==> src/rtl/shape_dispatcher_if.sv <==
// Bus between the frame dispatcher, the game/note-lane slot table and the pixel-drawing FSM.
// The dispatcher sits on the slave modport; the game logic and drawer together form the master side.
interface shape_dispatcher_if #(
    parameter int NUM_SHAPES = 4,
    parameter int X_WIDTH    = 8,
    parameter int Y_WIDTH    = 7,
    parameter int IDX_WIDTH  = 3
);
    // Drawer handshake: startingAddressLoaded is a one-cycle start with startX/startY/shapeIndex
    // already stable; the drawer acknowledges by dropping shapeDone and finishes by raising it again.
    logic                          frameTick;
    logic [NUM_SHAPES-1:0]         slotValid;
    logic [NUM_SHAPES*X_WIDTH-1:0] slotX;
    logic [NUM_SHAPES*Y_WIDTH-1:0] slotY;
    logic                          shapeDone;
    logic                          clearError;
    logic                          startingAddressLoaded;
    logic [X_WIDTH-1:0]            startX;
    logic [Y_WIDTH-1:0]            startY;
    logic [IDX_WIDTH-1:0]          shapeIndex;
    logic                          frameBusy;
    logic                          frameDone;
    logic                          frameOverrun;
    logic                          timeoutError;

    modport slave (
        input  frameTick, slotValid, slotX, slotY, shapeDone, clearError,
        output startingAddressLoaded, startX, startY, shapeIndex,
               frameBusy, frameDone, frameOverrun, timeoutError
    );

    modport master (
        output frameTick, slotValid, slotX, slotY, shapeDone, clearError,
        input  startingAddressLoaded, startX, startY, shapeIndex,
               frameBusy, frameDone, frameOverrun, timeoutError
    );
endinterface

==> src/rtl/shape_dispatcher.sv <==
// Per-frame walker: snapshots the slot table on frameTick and starts the drawer once per valid slot,
// in ascending index order, with a per-slot watchdog and sticky overrun/timeout flags.
module shape_dispatcher #(
    parameter int NUM_SHAPES = 4,
    parameter int X_WIDTH    = 8,
    parameter int Y_WIDTH    = 7,
    parameter int TIMEOUT    = 4095,
    parameter int IDX_WIDTH  = 3
) (
    input  logic               clock,
    input  logic               reset,
    shape_dispatcher_if.slave  bus,
    output logic [2:0]         dbg_state
);
    localparam int TW = $clog2(TIMEOUT + 1);
    localparam logic [TW-1:0]        T_LAST  = TW'(TIMEOUT - 1);
    localparam logic [IDX_WIDTH-1:0] IDX_END = IDX_WIDTH'(NUM_SHAPES);

    typedef enum logic [2:0] {
        IDLE, SELECT, LOAD, START, WAIT_ACK, WAIT_DONE, NEXT, FINISH
    } state_e;

    state_e                        state_q, state_d;
    logic [IDX_WIDTH-1:0]          idx_q, idx_d;
    logic [X_WIDTH-1:0]            x_q, x_d;
    logic [Y_WIDTH-1:0]            y_q, y_d;
    logic [NUM_SHAPES-1:0]         snap_valid_q, snap_valid_d;
    logic [NUM_SHAPES*X_WIDTH-1:0] snap_x_q, snap_x_d;
    logic [NUM_SHAPES*Y_WIDTH-1:0] snap_y_q, snap_y_d;
    logic [TW-1:0]                 timer_q, timer_d;
    logic                          overrun_q, overrun_d;
    logic                          timeout_q, timeout_d;

    logic                          sel_valid;
    logic [X_WIDTH-1:0]            sel_x;
    logic [Y_WIDTH-1:0]            sel_y;
    logic                          timer_expired;
    logic [TW-1:0]                 timer_inc;

    always_comb begin
        sel_valid = 1'b0;
        sel_x     = '0;
        sel_y     = '0;
        for (int i = 0; i < NUM_SHAPES; i++) begin
            if (idx_q == IDX_WIDTH'(i)) begin
                sel_valid = snap_valid_q[i];
                sel_x     = snap_x_q[i*X_WIDTH +: X_WIDTH];
                sel_y     = snap_y_q[i*Y_WIDTH +: Y_WIDTH];
            end
        end
    end

    // Saturating so a late ack that crosses the limit in WAIT_ACK cannot wrap in WAIT_DONE.
    assign timer_expired = (timer_q >= T_LAST);
    assign timer_inc     = timer_expired ? timer_q : timer_q + 1'b1;

    always_comb begin
        state_d      = state_q;
        idx_d        = idx_q;
        x_d          = x_q;
        y_d          = y_q;
        snap_valid_d = snap_valid_q;
        snap_x_d     = snap_x_q;
        snap_y_d     = snap_y_q;
        timer_d      = timer_q;
        overrun_d    = overrun_q;
        timeout_d    = timeout_q;

        // Clear first so a same-cycle set event below wins.
        if (bus.clearError) begin
            overrun_d = 1'b0;
            timeout_d = 1'b0;
        end
        if (bus.frameTick && state_q != IDLE) overrun_d = 1'b1;

        case (state_q)
            IDLE: begin
                if (bus.frameTick) begin
                    snap_valid_d = bus.slotValid;
                    snap_x_d     = bus.slotX;
                    snap_y_d     = bus.slotY;
                    idx_d        = '0;
                    state_d      = SELECT;
                end
            end
            SELECT: begin
                if (idx_q == IDX_END)  state_d = FINISH;
                else if (sel_valid)    state_d = LOAD;
                else                   idx_d   = idx_q + 1'b1;
            end
            LOAD: begin
                x_d     = sel_x;
                y_d     = sel_y;
                timer_d = timer_inc;
                if (bus.shapeDone) state_d = START;
                else if (timer_expired) begin
                    timeout_d = 1'b1;
                    state_d   = NEXT;
                end
            end
            START: begin
                timer_d = '0;
                state_d = WAIT_ACK;
            end
            WAIT_ACK: begin
                timer_d = timer_inc;
                if (!bus.shapeDone) state_d = WAIT_DONE;
                else if (timer_expired) begin
                    timeout_d = 1'b1;
                    state_d   = NEXT;
                end
            end
            WAIT_DONE: begin
                timer_d = timer_inc;
                if (bus.shapeDone) state_d = NEXT;
                else if (timer_expired) begin
                    timeout_d = 1'b1;
                    state_d   = NEXT;
                end
            end
            NEXT: begin
                idx_d   = idx_q + 1'b1;
                timer_d = '0;
                state_d = SELECT;
            end
            FINISH:  state_d = IDLE;
            default: state_d = IDLE;
        endcase
    end

    always_ff @(posedge clock) begin
        if (reset) begin
            state_q      <= IDLE;
            idx_q        <= '0;
            x_q          <= '0;
            y_q          <= '0;
            snap_valid_q <= '0;
            snap_x_q     <= '0;
            snap_y_q     <= '0;
            timer_q      <= '0;
            overrun_q    <= 1'b0;
            timeout_q    <= 1'b0;
        end else begin
            state_q      <= state_d;
            idx_q        <= idx_d;
            x_q          <= x_d;
            y_q          <= y_d;
            snap_valid_q <= snap_valid_d;
            snap_x_q     <= snap_x_d;
            snap_y_q     <= snap_y_d;
            timer_q      <= timer_d;
            overrun_q    <= overrun_d;
            timeout_q    <= timeout_d;
        end
    end

    assign bus.startingAddressLoaded = (state_q == START);
    assign bus.frameDone             = (state_q == FINISH);
    assign bus.frameBusy             = (state_q != IDLE);
    assign bus.startX                = x_q;
    assign bus.startY                = y_q;
    assign bus.shapeIndex            = idx_q;
    assign bus.frameOverrun          = overrun_q;
    assign bus.timeoutError          = timeout_q;
    assign dbg_state                 = state_q;
endmodule

==> src/flat_wrapper.sv <==
// flat-port wrapper written by rule: the top's interface ports become plain ports
module shape_dispatcher_flat 
#(
    parameter int NUM_SHAPES = 4,
    parameter int X_WIDTH    = 8,
    parameter int Y_WIDTH    = 7,
    parameter int TIMEOUT    = 4095,
    parameter int IDX_WIDTH  = 3
)
  (clock, reset, dbg_state, bus_frameTick, bus_slotValid, bus_slotX, bus_slotY, bus_shapeDone, bus_clearError, bus_startingAddressLoaded, bus_startX, bus_startY, bus_shapeIndex, bus_frameBusy, bus_frameDone, bus_frameOverrun, bus_timeoutError);
  shape_dispatcher_if #(.NUM_SHAPES(NUM_SHAPES), .X_WIDTH(X_WIDTH), .Y_WIDTH(Y_WIDTH), .IDX_WIDTH(IDX_WIDTH)) bus_i ();
  input  logic clock;
  input  logic reset;
  output logic [2:0] dbg_state;
  input wire logic [$bits(bus_i.frameTick)-1:0] bus_frameTick;
  input wire logic [$bits(bus_i.slotValid)-1:0] bus_slotValid;
  input wire logic [$bits(bus_i.slotX)-1:0] bus_slotX;
  input wire logic [$bits(bus_i.slotY)-1:0] bus_slotY;
  input wire logic [$bits(bus_i.shapeDone)-1:0] bus_shapeDone;
  input wire logic [$bits(bus_i.clearError)-1:0] bus_clearError;
  output wire logic [$bits(bus_i.startingAddressLoaded)-1:0] bus_startingAddressLoaded;
  output wire logic [$bits(bus_i.startX)-1:0] bus_startX;
  output wire logic [$bits(bus_i.startY)-1:0] bus_startY;
  output wire logic [$bits(bus_i.shapeIndex)-1:0] bus_shapeIndex;
  output wire logic [$bits(bus_i.frameBusy)-1:0] bus_frameBusy;
  output wire logic [$bits(bus_i.frameDone)-1:0] bus_frameDone;
  output wire logic [$bits(bus_i.frameOverrun)-1:0] bus_frameOverrun;
  output wire logic [$bits(bus_i.timeoutError)-1:0] bus_timeoutError;
  assign bus_i.frameTick = bus_frameTick;
  assign bus_i.slotValid = bus_slotValid;
  assign bus_i.slotX = bus_slotX;
  assign bus_i.slotY = bus_slotY;
  assign bus_i.shapeDone = bus_shapeDone;
  assign bus_i.clearError = bus_clearError;
  assign bus_startingAddressLoaded = bus_i.startingAddressLoaded;
  assign bus_startX = bus_i.startX;
  assign bus_startY = bus_i.startY;
  assign bus_shapeIndex = bus_i.shapeIndex;
  assign bus_frameBusy = bus_i.frameBusy;
  assign bus_frameDone = bus_i.frameDone;
  assign bus_frameOverrun = bus_i.frameOverrun;
  assign bus_timeoutError = bus_i.timeoutError;
  shape_dispatcher #(.NUM_SHAPES(NUM_SHAPES), .X_WIDTH(X_WIDTH), .Y_WIDTH(Y_WIDTH), .TIMEOUT(TIMEOUT), .IDX_WIDTH(IDX_WIDTH)) u_core (.clock(clock), .reset(reset), .bus(bus_i), .dbg_state(dbg_state));
endmodule
==> config.mk <==
export PLATFORM = sky130hd
export DESIGN_NAME = shape_dispatcher_flat
export DESIGN_NICKNAME = d
export VERILOG_FILES = /design/src/rtl/shape_dispatcher_if.sv /design/src/rtl/shape_dispatcher.sv /design/src/flat_wrapper.sv
export SDC_FILE = /design/constraint.sdc
export NUM_CORES = 1
export LEC_CHECK = 0
export CAP_MARGIN = 20
export CORE_MARGIN = 2
export CORE_UTILIZATION = 51
export CTS_CLUSTER_DIAMETER = 80
export DETAILED_ROUTE_END_ITERATION = 12
export GPL_TIMING_DRIVEN = 0
export PLACE_DENSITY = 0.8
export SYNTH_ARGS = -nofsm -noshare
export SYNTH_HDL_FRONTEND = slang
export SYNTH_SLANG_ARGS = --single-unit
export TNS_END_PERCENT = 1
==> constraint.sdc <==
create_clock -name clock -period 2.3 [get_ports clock]
set_input_delay 0.575 -clock clock [delete_from_list [all_inputs] [get_ports clock]]
set_output_delay 0.575 -clock clock [all_outputs]
set_load 0.05 [all_outputs]
Yosys cells after proc, flatten, opt, wreduce, memory -nomap -nowiden
Cells that the tools add are included.

storage, ports and cells
  register bits after elaboration = 99
  bits in latches = 0
  memory bits (writable) = 0
  memory bits (read-only) = 0
  bits of input ports = 69
  memories = 0

operators by class
  $add $sub $neg = 2
  multiply operators = 0
  divide/modulo/power cells = 0
  $lt $le $gt $ge = 1
  equality and inequality tests = 16
  shift operators = 0
  mux-type cells = 33
  bitwise gates (word level) = 0
  reduce and logical (&&, ||, !) cells = 14

operators with widths
  kind                   number
  $mux 8                 4
  $mux 3                 10
  $mux 7                 4
  $pmux 12 s2            1
  $pmux 3 s8             1
  $eq 3x3->1 const B     5
  $add 12x1->12 const B  1
  $eq 3x2->1 const B     4
  $ge 12x12->1 const B   1
  $mux 12                1
  $mux 1                 10
  $pmux 3 s3             1
  $ne 2x2->1 const B     4
  $eq 3x1->1 const B     2
  $logic_not 3->1        2
  $reduce_and 2->1       3
  $reduce_bool 3->1      2
  $reduce_and 4->1       1
  $reduce_bool 2->1      2
  $reduce_or 2->1        2
  $add 3x1->3 const B    1
  $ne 3x1->1 const B     1
  $reduce_or 3->1        1
  $pmux 1 s2             1
  $logic_and 1x1->1      1

Depth between registers and ports, before layout
Gate-level depths: netlist of run 1.

  word-level depth = 8
  mapped depth = 8
  depth with buffers taken out = 6

Worst setup path after synthesis of run 1
OpenSTA, ideal clock, no wires.

  path type = reg2out
  from = reg u_core.state_q[1] (netlist: u_core.dbg_state[1])
  to = out bus_frameDone
  data arrival time = 1.954 ns
  required time = 1.725 ns
  path slack = -0.229 ns
  cell stages (with the launch flop) = 5
  path buffers = 2
  cell sequence = dfxtp_1 > buf_2 > clkbuf_1 > nand2_1 > nor2_1

on the way
  cells in the longest elaborated chain, start to end = 1

RTL lines
  item                      RTL line                 source
  start: declaration        shape_dispatcher.sv:23   state_e state_q, state_d;
  start signal: assignment  shape_dispatcher.sv:144  state_q <= state_d;
  $eq 3x3->1                shape_dispatcher.sv:158  assign bus.frameDone = (state_q == FINISH);
  end: declaration          flat_wrapper.sv:26       output wire logic [$bits(bus_i.frameDone)-1:0] bus_frameDone;

No other way between the ends.

Worst setup path after layout of run 1
  from = reg u_core.idx_q[0] (netlist: u_core.bus.shapeIndex[0])
  to = reg u_core.x_q[5] (netlist: u_core.bus.startX[5])

on the way
  cells in the longest elaborated chain, start to end = 5

RTL lines
  item                      RTL line                 source
  start: declaration        shape_dispatcher.sv:24   logic [IDX_WIDTH-1:0] idx_q, idx_d;
  start signal: assignment  shape_dispatcher.sv:145  idx_q <= idx_d;
  $logic_not 3->1           shape_dispatcher.sv:45   if (idx_q == IDX_WIDTH'(i)) begin
  $mux 8 (3 in a row)       shape_dispatcher.sv:45
  $mux 8 (*)                shape_dispatcher.sv:45
  end signal: assignment    shape_dispatcher.sv:135  x_q <= '0;
  end signal: assignment    shape_dispatcher.sv:146  x_q <= x_d;
  end: declaration          shape_dispatcher.sv:25   logic [X_WIDTH-1:0] x_q, x_d;

Every way passes the cells marked *; elsewhere a longest branch is shown, timed or not.
A chain may end at the register's enable or synchronous reset.

==> report_table.html, run 1 <==
<table>
<tr><th>Metric</th><th>Value</th></tr>
<tr><th colspan="2">Finish</th></tr>
<tr><td>Area Overhead vs Synth</td><td>28.24%</td></tr>
<tr><td>Diode count</td><td>0</td></tr>
<tr><td>Design area</td><td>about 0.006 mm^2</td></tr>
<tr><td>Share of post-route cells with drive strength above 1</td><td>0.05271</td></tr>
<tr><td>Final #Nets</td><td>773</td></tr>
<tr><td>Post-route core utilization</td><td>0.6756</td></tr>
<tr><th colspan="2">Job</th></tr>
<tr><td>Max Cap Violations</td><td>0</td></tr>
<tr><th colspan="2">Die</th></tr>
<tr><td>Die footprint</td><td>0.009830 mm^2</td></tr>
<tr><td>I/O pin total</td><td>between 90 and 100</td></tr>
<tr><td>Die boundary height</td><td>99.15 um</td></tr>
<tr><td>Number of rows created at floorplan</td><td>34</td></tr>
<tr><td>Overall die width</td><td>99.15 um</td></tr>
<tr><td>Initial Util</td><td>0.5268</td></tr>
<tr><td>Core outline area</td><td>0.008763 mm^2</td></tr>
<tr><th colspan="2">Clocking</th></tr>
<tr><td>Clock tree from TritonCTS</td><td>built</td></tr>
<tr><td>Max Buffers Root-to-Sink</td><td>2</td></tr>
<tr><td>Clock buffer count from CTS</td><td>9</td></tr>
<tr><td>Clock transition time at the flip-flop clock pins of the worst setup and hold paths</td><td>100 ps</td></tr>
<tr><td>Hold-fix buffer count after cts</td><td>0</td></tr>
<tr><td>Clock net sink count</td><td>99</td></tr>
<tr><td>Clock Root Buffer</td><td>sky130_fd_sc_hd__clkbuf_8</td></tr>
<tr><td>Worst skew pair latency</td><td>370 ps</td></tr>
<tr><td>Number of H-tree levels</td><td>3</td></tr>
<tr><th colspan="2">Placement</th></tr>
<tr><td>Dpl hpwl</td><td>9607 um</td></tr>
<tr><td>Instance area at placement</td><td>0.005688 mm^2</td></tr>
<tr><td>Pre-CTS worst setup slack</td><td>-307.7 ps</td></tr>
<tr><td>Gpl congestion</td><td>0.8440</td></tr>
<tr><td>Count of buffers from port buffering</td><td>93</td></tr>
<tr><th colspan="2">STA</th></tr>
<tr><td>Shortest clock period the worst path allows after layout</td><td>2276 ps</td></tr>
<tr><td>Post-route setup TNS</td><td>0 ps</td></tr>
<tr><td>Number of endpoints with negative hold slack in the final report</td><td>0</td></tr>
<tr><td>Share of the clock period used by the worst path after layout</td><td>0.9894</td></tr>
<tr><td>Count of final max-slew check failures</td><td>0</td></tr>
<tr><td>Max Freq</td><td>about 0.44 GHz</td></tr>
<tr><td>Final Setup Violations</td><td>0</td></tr>
<tr><td>Worst slew margin relative to its limit</td><td>0.4558</td></tr>
<tr><td>Worst-Margin Slew</td><td>810.0 ps</td></tr>
<tr><td>Setup repair after global routing missed its margin</td><td>true</td></tr>
<tr><td>Worst hold margin</td><td>~460 ps</td></tr>
<tr><td>Worst Skew</td><td>15.31 ps</td></tr>
<tr><td>Crit path setup slack, layout</td><td>24.27 ps</td></tr>
<tr><th colspan="2">Route</th></tr>
<tr><td>Mean routed wirelength per cell</td><td>~16 um</td></tr>
<tr><td># DRC</td><td>0</td></tr>
<tr><td>Violation count after the first detailed-route iteration</td><td>248</td></tr>
<tr><td>Vias per inst</td><td>5.790</td></tr>
<tr><td>Number of nets with antenna violations after routing</td><td>0</td></tr>
<tr><td>Aggregate routed wire length</td><td>13020 um</td></tr>
<tr><td>Via total after detailed routing</td><td>4690</td></tr>
<tr><td>Iteration count of the initial detailed-routing pass</td><td>5</td></tr>
<tr><th colspan="2">Global route</th></tr>
<tr><td>Initial antenna violation count</td><td>0</td></tr>
<tr><td>Total routing usage reported by global routing</td><td>0.2570</td></tr>
<tr><td>Maximum number of pins on one net before global-route repair</td><td>20</td></tr>
<tr><td>First-pass GRT wire length</td><td>20360 um</td></tr>
<tr><td>Leftover overflow at the end of global routing</td><td>0</td></tr>
<tr><td>Vias in the first global route</td><td>approximately 4300</td></tr>
<tr><th colspan="2">Status</th></tr>
<tr><td>Run status</td><td>complete, no violations</td></tr>
<tr><th colspan="2">Power and ir drop</th></tr>
<tr><td>LEAKAGE</td><td>2.094 nW</td></tr>
<tr><td>Worst VDD drop</td><td>~420 uV</td></tr>
<tr><td>Total power divided by cell area</td><td>673.5 mW/mm^2</td></tr>
<tr><th colspan="2">Worst hold path</th></tr>
<tr><td>Start point of the worst hold path</td><td>u_core.snap_y_q[5]</td></tr>
<tr><td>Worst Hold Class</td><td>flop to flop</td></tr>
<tr><td>Hold Path Cell Cnt</td><td>2</td></tr>
<tr><td>Min-Delay Endpoint</td><td>u_core.snap_y_q[5]</td></tr>
<tr><th colspan="2">Logic synthesis</th></tr>
<tr><td>Synthesized flop and latch total</td><td>between 90 and 100</td></tr>
<tr><td>Main flop type after synthesis</td><td>sky130_fd_sc_hd__dfxtp_1</td></tr>
<tr><td>EDFF count, synth</td><td>0</td></tr>
<tr><td>Dominant cell by count in the synthesized netlist</td><td>sky130_fd_sc_hd__nand2_1</td></tr>
<tr><td>Mean Syn Cell Area</td><td>7.786 um^2</td></tr>
<tr><td>Gate count after technology mapping</td><td>593</td></tr>
<tr><td>Post-Syn Nets</td><td>669</td></tr>
<tr><td>Largest area contributor in the synthesized netlist</td><td>sky130_fd_sc_hd__dfxtp_1</td></tr>
<tr><td>Async set or reset register ratio after synthesis</td><td>0</td></tr>
<tr><td>Synth top area cells</td><td>sky130_fd_sc_hd__dfxtp_1, sky130_fd_sc_hd__nand2_1, sky130_fd_sc_hd__a21oi_1, sky130_fd_sc_hd__nor2b_1, sky130_fd_sc_hd__clkbuf_1</td></tr>
<tr><td>Number of distinct library cells after synthesis</td><td>between 40 and 50</td></tr>
<tr><td>Warnings, synthesis</td><td>0</td></tr>
<tr><td>Top cells by instance count after synthesis</td><td>sky130_fd_sc_hd__nand2_1, sky130_fd_sc_hd__dfxtp_1, sky130_fd_sc_hd__a21oi_1</td></tr>
<tr><td>Synth top area share</td><td>0.4293</td></tr>
<tr><td>Summed instance area of the synthesized netlist</td><td>0.004617 mm^2</td></tr>
<tr><td>Sequential area share after synthesis</td><td>0.4293</td></tr>
<tr><th colspan="2">Critical path</th></tr>
<tr><td>CP Capture Type</td><td>flop</td></tr>
<tr><td>Sort of element at the start of the critical path</td><td>flop</td></tr>
<tr><td>Critical Path RT</td><td>2580 ps</td></tr>
<tr><td>Maximum fanout encountered on the critical timing path</td><td>10</td></tr>
<tr><td>Endpoint of the worst-slack reg-to-reg timing path</td><td>u_core.bus.startX[5]</td></tr>
<tr><td>Endpoint arrival time on the critical path</td><td>about 2600 ps</td></tr>
<tr><td>Worst reg2reg path depth</td><td>8</td></tr>
<tr><td>Setup CP Type</td><td>flop to flop</td></tr>
<tr><td>Setup slack of the worst register-to-register path</td><td>20 ps</td></tr>
<tr><td>Worst flop-to-flop path startpoint</td><td>u_core.bus.shapeIndex[0]</td></tr>
</table>
-- critical path, stage by stage (launching register included) --
cell	delay, ps
sky130_fd_sc_hd__dfxtp_1	370
sky130_fd_sc_hd__ha_1	210
sky130_fd_sc_hd__ha_1	170
sky130_fd_sc_hd__clkbuf_1	200
sky130_fd_sc_hd__or2_1	250
sky130_fd_sc_hd__clkbuf_1	200
sky130_fd_sc_hd__clkbuf_4	250
sky130_fd_sc_hd__o31a_1	310
sky130_fd_sc_hd__a211oi_1	230
-- registers in the layout, indices dropped and copies added, names as in the netlist --
name and count:
u_core.bus.timeoutError 1, u_core.bus.frameOverrun 1, u_core.snap_x_q 32, u_core.timer_q 12
u_core.bus.startX 8, u_core.snap_y_q 28, u_core.snap_valid_q 4, u_core.dbg_state 3
u_core.bus.startY 7, u_core.bus.shapeIndex 3
-- placed cells by master (no fill, tap or decap), types with 3 or more instances in the layout --
master,instances
sky130_fd_sc_hd__a211oi_1,18
sky130_fd_sc_hd__a21oi_1,82
sky130_fd_sc_hd__a221oi_1,15
sky130_fd_sc_hd__buf_2,4
sky130_fd_sc_hd__clkbuf_1,36
sky130_fd_sc_hd__clkbuf_4,3
sky130_fd_sc_hd__clkbuf_8,10
sky130_fd_sc_hd__clkdlybuf4s50_1,90
sky130_fd_sc_hd__dfxtp_1,97
sky130_fd_sc_hd__ha_1,7
sky130_fd_sc_hd__inv_1,7
sky130_fd_sc_hd__mux2i_1,3
sky130_fd_sc_hd__nand2_1,156
sky130_fd_sc_hd__nand2b_1,5
sky130_fd_sc_hd__nand3_1,7
sky130_fd_sc_hd__nand3b_1,4
sky130_fd_sc_hd__nor2_1,25
sky130_fd_sc_hd__nor2b_1,32
sky130_fd_sc_hd__nor3_1,5
sky130_fd_sc_hd__o211ai_1,4
sky130_fd_sc_hd__o21a_1,5
sky130_fd_sc_hd__o21ai_0,3
sky130_fd_sc_hd__o31a_1,16
sky130_fd_sc_hd__o31ai_1,7
sky130_fd_sc_hd__or3_1,4
sky130_fd_sc_hd__or4_1,7
-- cell families (layout without fill, tap and decap cells) --
group,Yosys count,count (layout),synth area share
AND/OR/NAND/NOR,263,263,0.2650
adder cells (fa/ha/maj),7,7,0.01897
XOR/XNOR,1,1,0.001897
AO/OA/AOI/OAI,165,165,0.2325
buffers and inverters,55,164,0.04580
multiplexers,3,3,0.006504
flip-flops,99,99,0.4293
-- stage by stage --
step	power [W]	std cells
finish	0.003987	810
global placement	0.002765	794
global route	0.004142	810
floorplan	0.002467	593
detailed placement	0.002795	794
CTS	0.003985	809
-- layer usage --
| layer | part of all wire | up-vias | track usage |
|---|---|---|---|
| li1 | - | 2280 | - |
| met1 | 0.43 | 2184 | 0.3332 |
| met2 | 0.49 | 204 | 0.4439 |
| met3 | 0.068 | 22 | 0.04006 |
| met4 | 0.016 | 0 | 0.07587 |
| met5 | 0 | - | 0 |
-- cell type report --
type                       instances  area, um^2
buffer                            44       181.4
clock buffer                      10       137.6
clock inverter                     6       77.57
fill                             742        2843
inverter                           9       33.78
multi-input combinational        439        2436
sequential                        99        1984
tap                              108       135.1
timing repair buffer              95       934.6
-- report_power, final --
group | internal, W | total, W | switching (W)
Clock | 0.000556 | 0.00122 | 0.000663
Combinational | 0.000348 | 0.000851 | 0.000502
Sequential | 0.00183 | 0.00192 | 0.0000831
Total | 0.00274 | 0.00399 | 0.00125
-- timing repair --
action                                 4_1_cts  5_1_grt
endpoints found under the hold margin        0        0
setup endpoints to repair                   17       72
resized for setup                           12       10
pin swaps                                    0        1
buffers inserted                             0        2
-- how the worst max path moves through the flow --
stage,from,to,slack (ps),cells after the start
after floorplan,u_core.dbg_state[1],bus_frameDone,-30,4
after global placement,bus_frameTick,u_core.snap_valid_q[0],-280,6
final,u_core.bus.shapeIndex[0],u_core.bus.startX[5],20,8
after CTS,u_core.timer_q[0],u_core.timer_q[4],2,7
after detailed placement,u_core.dbg_state[1],bus_startingAddressLoaded,-310,5
after global routing,u_core.bus.shapeIndex[0],u_core.bus.startY[5],-130,8
Power figures use the tool's default switching activity.
==> run 2, diff against run 1 <==
--- a/config.mk
+++ b/config.mk
@@ -7,11 +7,13 @@
 export LEC_CHECK = 0
 export CAP_MARGIN = 20
 export CORE_MARGIN = 2
-export CORE_UTILIZATION = 51
+export CORE_UTILIZATION = 62
 export CTS_CLUSTER_DIAMETER = 80
 export DETAILED_ROUTE_END_ITERATION = 12
+export DONT_BUFFER_PORTS = 1
 export GPL_TIMING_DRIVEN = 0
-export PLACE_DENSITY = 0.8
+export PLACE_DENSITY = 0.78
+export SKIP_LAST_GASP = 1
 export SYNTH_ARGS = -nofsm -noshare
 export SYNTH_HDL_FRONTEND = slang
 export SYNTH_SLANG_ARGS = --single-unit
==> report_table.html, run 2 (same netlist as run 1, synthesis figures left out) <==
<table>
<tr><th>Metric</th><th>Value</th></tr>
<tr><th colspan="2">Global route</th></tr>
<tr><td>Leftover overflow at the end of global routing</td><td>0 (unchanged)</td></tr>
<tr><td>First-pass GRT wire length</td><td>19510 um (was 20360 um)</td></tr>
<tr><td>Vias in the first global route</td><td>4122 (was 4313)</td></tr>
<tr><td>Maximum number of pins on one net before global-route repair</td><td>20 (unchanged)</td></tr>
<tr><td>Initial antenna violation count</td><td>0 (unchanged)</td></tr>
<tr><td>Total routing usage reported by global routing</td><td>0.2977 (was 0.2570)</td></tr>
<tr><th colspan="2">Die</th></tr>
<tr><td>Core outline area</td><td>0.007214 mm^2 (was 0.008763 mm^2)</td></tr>
<tr><td>Overall die width</td><td>90.30 um (was 99.15 um)</td></tr>
<tr><td>Die boundary height</td><td>90.30 um (was 99.15 um)</td></tr>
<tr><td>Initial Util</td><td>0.6400 (was 0.5268)</td></tr>
<tr><td>Die footprint</td><td>0.008153 mm^2 (was 0.009830 mm^2)</td></tr>
<tr><td>I/O pin total</td><td>95 (unchanged)</td></tr>
<tr><td>Number of rows created at floorplan</td><td>31 (was 34)</td></tr>
<tr><th colspan="2">Route</th></tr>
<tr><td>Vias per inst</td><td>6.048 (was 5.790)</td></tr>
<tr><td>Number of nets with antenna violations after routing</td><td>0 (unchanged)</td></tr>
<tr><td>Via total after detailed routing</td><td>4276 (was 4690)</td></tr>
<tr><td>Mean routed wirelength per cell</td><td>17.07 um (was 16.07 um)</td></tr>
<tr><td>Aggregate routed wire length</td><td>12070 um (was 13020 um)</td></tr>
<tr><td>Iteration count of the initial detailed-routing pass</td><td>5 (unchanged)</td></tr>
<tr><td># DRC</td><td>0 (unchanged)</td></tr>
<tr><td>Violation count after the first detailed-route iteration</td><td>251 (was 248)</td></tr>
<tr><th colspan="2">STA</th></tr>
<tr><td>Worst Skew</td><td>9.615 ps (was 15.31 ps)</td></tr>
<tr><td>Crit path setup slack, layout</td><td>-16.81 ps (was 24.27 ps)</td></tr>
<tr><td>Worst-Margin Slew</td><td>820.3 ps (was 810.0 ps)</td></tr>
<tr><td>Worst slew margin relative to its limit</td><td>0.4489 (was 0.4558)</td></tr>
<tr><td>Shortest clock period the worst path allows after layout</td><td>2317 ps (was 2276 ps)</td></tr>
<tr><td>Worst hold margin</td><td>317.1 ps (was 460.4 ps)</td></tr>
<tr><td>Number of endpoints with negative hold slack in the final report</td><td>0 (unchanged)</td></tr>
<tr><td>Final Setup Violations</td><td>6 (was 0)</td></tr>
<tr><td>Max Freq</td><td>0.4316 GHz (was 0.4394 GHz)</td></tr>
<tr><td>Setup repair after global routing missed its margin</td><td>true (unchanged)</td></tr>
<tr><td>Post-route setup TNS</td><td>-34.00 ps (was 0 ps)</td></tr>
<tr><td>Share of the clock period used by the worst path after layout</td><td>1.007 (was 0.9894)</td></tr>
<tr><td>Count of final max-slew check failures</td><td>0 (unchanged)</td></tr>
<tr><th colspan="2">Finish</th></tr>
<tr><td>Post-route core utilization</td><td>0.6896 (was 0.6756)</td></tr>
<tr><td>Diode count</td><td>0 (unchanged)</td></tr>
<tr><td>Area Overhead vs Synth</td><td>7.751% (was 28.24%)</td></tr>
<tr><td>Final #Nets</td><td>679 (was 773)</td></tr>
<tr><td>Most common cell after layout, fill and taps aside</td><td>sky130_fd_sc_hd__nand2_1 (unchanged)</td></tr>
<tr><td>Multi-input gate area</td><td>0.002440 mm^2 (was 0.002436 mm^2)</td></tr>
<tr><td>Non-filler cells in the finished layout</td><td>707 (was 810)</td></tr>
<tr><td>Largest register FFs</td><td>32 (unchanged)</td></tr>
<tr><td>Sequential cell area in the final layout</td><td>0.001997 mm^2 (was 0.001984 mm^2)</td></tr>
<tr><td>Most used cells in the layout excluding fill and tap cells</td><td>sky130_fd_sc_hd__nand2_1, sky130_fd_sc_hd__dfxtp_1, sky130_fd_sc_hd__a21oi_1 (was sky130_fd_sc_hd__nand2_1, sky130_fd_sc_hd__dfxtp_1, sky130_fd_sc_hd__clkdlybuf4s50_1)</td></tr>
<tr><td>Filler cells</td><td>640 (was 742)</td></tr>
<tr><td>Largest register by flop count</td><td>u_core.snap_x_q (unchanged)</td></tr>
<tr><td>Registers with the highest flip-flop counts</td><td>u_core.snap_x_q (32), u_core.snap_y_q (28), u_core.timer_q (12) (unchanged)</td></tr>
<tr><td>Share of post-route cells with drive strength above 1</td><td>0.06086 (was 0.05271)</td></tr>
<tr><th colspan="2">Critical path</th></tr>
<tr><td>Critical Path RT</td><td>2590 ps (was 2580 ps)</td></tr>
<tr><td>Maximum fanout encountered on the critical timing path</td><td>10 (unchanged)</td></tr>
<tr><td>Endpoint arrival time on the critical path</td><td>2610 ps (was 2560 ps)</td></tr>
<tr><td>Endpoint of the worst-slack reg-to-reg timing path</td><td>u_core.bus.startX[5] (unchanged)</td></tr>
<tr><td>Worst flop-to-flop path startpoint</td><td>u_core.bus.shapeIndex[0] (unchanged)</td></tr>
<tr><td>CP Capture Type</td><td>flop (unchanged)</td></tr>
<tr><td>Setup CP Type</td><td>flop to flop (unchanged)</td></tr>
<tr><td>Sort of element at the start of the critical path</td><td>flop (unchanged)</td></tr>
<tr><td>Worst reg2reg path depth</td><td>7 (was 8)</td></tr>
<tr><td>Setup slack of the worst register-to-register path</td><td>-20 ps (was 20 ps)</td></tr>
<tr><th colspan="2">Power and ir drop</th></tr>
<tr><td>Part of the total power dissipated in combinational logic</td><td>0.164 (was 0.213)</td></tr>
<tr><td>Flop pwr share</td><td>0.540 (was 0.481)</td></tr>
<tr><td>Total power divided by cell area</td><td>743.0 mW/mm^2 (was 673.5 mW/mm^2)</td></tr>
<tr><td>Int Pwr</td><td>0.002466 W (was 0.002739 W)</td></tr>
<tr><td>Switch share</td><td>0.3329 (was 0.3131)</td></tr>
<tr><td>Power dissipated by switching net loads</td><td>0.001231 W (was 0.001248 W)</td></tr>
<tr><td>LEAKAGE</td><td>1.724 nW (was 2.094 nW)</td></tr>
<tr><td>Power share of the clock group</td><td>0.296 (was 0.306)</td></tr>
<tr><td>Worst VDD drop</td><td>458.9 uV (was 418.0 uV)</td></tr>
<tr><th colspan="2">Clocking</th></tr>
<tr><td>Max Buffers Root-to-Sink</td><td>2 (unchanged)</td></tr>
<tr><td>Clock buffer count from CTS</td><td>9 (unchanged)</td></tr>
<tr><td>Clock tree from TritonCTS</td><td>built (unchanged)</td></tr>
<tr><td>Hold-fix buffer count after cts</td><td>0 (unchanged)</td></tr>
<tr><td>Worst skew pair latency</td><td>380 ps (was 370 ps)</td></tr>
<tr><td>Clock net sink count</td><td>99 (unchanged)</td></tr>
<tr><td>Clock transition time at the flip-flop clock pins of the worst setup and hold paths</td><td>100 ps (about the same)</td></tr>
<tr><td>Clock Root Buffer</td><td>sky130_fd_sc_hd__clkbuf_8 (unchanged)</td></tr>
<tr><td>Number of H-tree levels</td><td>3 (unchanged)</td></tr>
<tr><th colspan="2">Placement</th></tr>
<tr><td>Total placed cells including tap cells</td><td>692 (was 794)</td></tr>
<tr><td>Pre-CTS worst setup slack</td><td>-442.8 ps (was -307.7 ps)</td></tr>
<tr><td>Dpl hpwl</td><td>8839 um (was 9607 um)</td></tr>
<tr><td>Count of buffers from port buffering</td><td>0 (was 93)</td></tr>
<tr><td>Gpl congestion</td><td>0.9132 (was 0.8440)</td></tr>
<tr><th colspan="2">Status</th></tr>
<tr><td>Violated checks</td><td>negative setup slack</td></tr>
<tr><td>Run status</td><td>finished with violations (was complete, no violations)</td></tr>
<tr><th colspan="2">Worst hold path</th></tr>
<tr><td>Hold Path Cell Cnt</td><td>2 (unchanged)</td></tr>
<tr><td>Min-Delay Endpoint</td><td>u_core.snap_x_q[22] (was u_core.snap_y_q[5])</td></tr>
<tr><td>Start point of the worst hold path</td><td>bus_slotX[22] (was u_core.snap_y_q[5])</td></tr>
<tr><td>Worst Hold Class</td><td>input pin to flop (was flop to flop)</td></tr>
<tr><th colspan="2">Job</th></tr>
<tr><td>Max Cap Violations</td><td>0 (unchanged)</td></tr>
</table>
[run 2: changes by cell type in the layout (fill, tap and decap cells not counted), moves of 2 or more]
cell                              previous run  this run
sky130_fd_sc_hd__clkbuf_4                    3         1
sky130_fd_sc_hd__nor2_2                      2         0
sky130_fd_sc_hd__dfxtp_4                     0         3
sky130_fd_sc_hd__dfxtp_1                    97        93
sky130_fd_sc_hd__clkdlybuf4s50_1            90         0
sky130_fd_sc_hd__clkinv_4                    0         2
sky130_fd_sc_hd__nor2_4                      0         2
[run 2: routing by layer]
layer	track usage	part of all wire
met1	0.3724	0.43
met2	0.4825	0.47
met3	0.08013	0.076
met4	0.1346	0.030
met5	0	0
[run 2: metrics by stage]
step | total power (W) | cell area (um^2)
floorplan | 0.002467 | 4622
global placement | 0.002603 | 4746
detailed placement | 0.002628 | 4746
CTS | 0.003698 | 4967
global route | 0.003854 | 4975
finish | 0.003696 | 4975
[run 2: how the worst max path moves through the flow]
stage	start	slack [ps]	endpoint	cells past startpoint
finish	u_core.bus.shapeIndex[0]	-20	u_core.bus.startX[5]	7
global route	u_core.dbg_state[1]	-180	u_core.snap_y_q[13]	6
CTS	u_core.timer_q[0]	-20	u_core.timer_q[3]	7
detailed placement	u_core.bus.shapeIndex[1]	-440	u_core.bus.startY[3]	8
global placement	u_core.bus.shapeIndex[1]	-420	u_core.bus.startX[6]	8
floorplan	u_core.dbg_state[1]	-30	bus_frameDone	4
[run 2: cell type report]
type | count | area share
clock inverters | 7 | 0.01408
inverters | 9 | 0.006791
clock buffers | 9 | 0.02490
well taps | 99 | 0.02490
flip-flops and latches | 99 | 0.4014
repair buffers | 1 | 0.001509
multi-input cells | 439 | 0.4904
plain buffers | 44 | 0.03597
[run 2: worst max-delay path: stages (launching register included)]
cell and delay [ps]:
sky130_fd_sc_hd__dfxtp_2 440, sky130_fd_sc_hd__ha_1 250, sky130_fd_sc_hd__ha_1 300, sky130_fd_sc_hd__or2_1 250, sky130_fd_sc_hd__clkbuf_1 200, sky130_fd_sc_hd__clkbuf_4 250
sky130_fd_sc_hd__o31a_1 310, sky130_fd_sc_hd__a211oi_1 240
[run 2: timing repair]
action	4_1_cts	5_1_grt
setup buffers	0	1
pin swaps	2	1
resized for setup	17	0
endpoints found under the setup margin	73	88
[run 2: power by group through the flow]
| stage | Sequential, W | Combinational, W | Clock (W) |
|---|---|---|---|
| floorplan | 0.00201 | 0.000461 | 0 |
| global route | 0.00201 | 0.000676 | 0.00117 |
| global placement | 0.00203 | 0.000574 | 0 |
| CTS | 0.00199 | 0.000600 | 0.00111 |
| detailed placement | 0.00203 | 0.000596 | 0 |
| finish | 0.00199 | 0.000607 | 0.00109 |
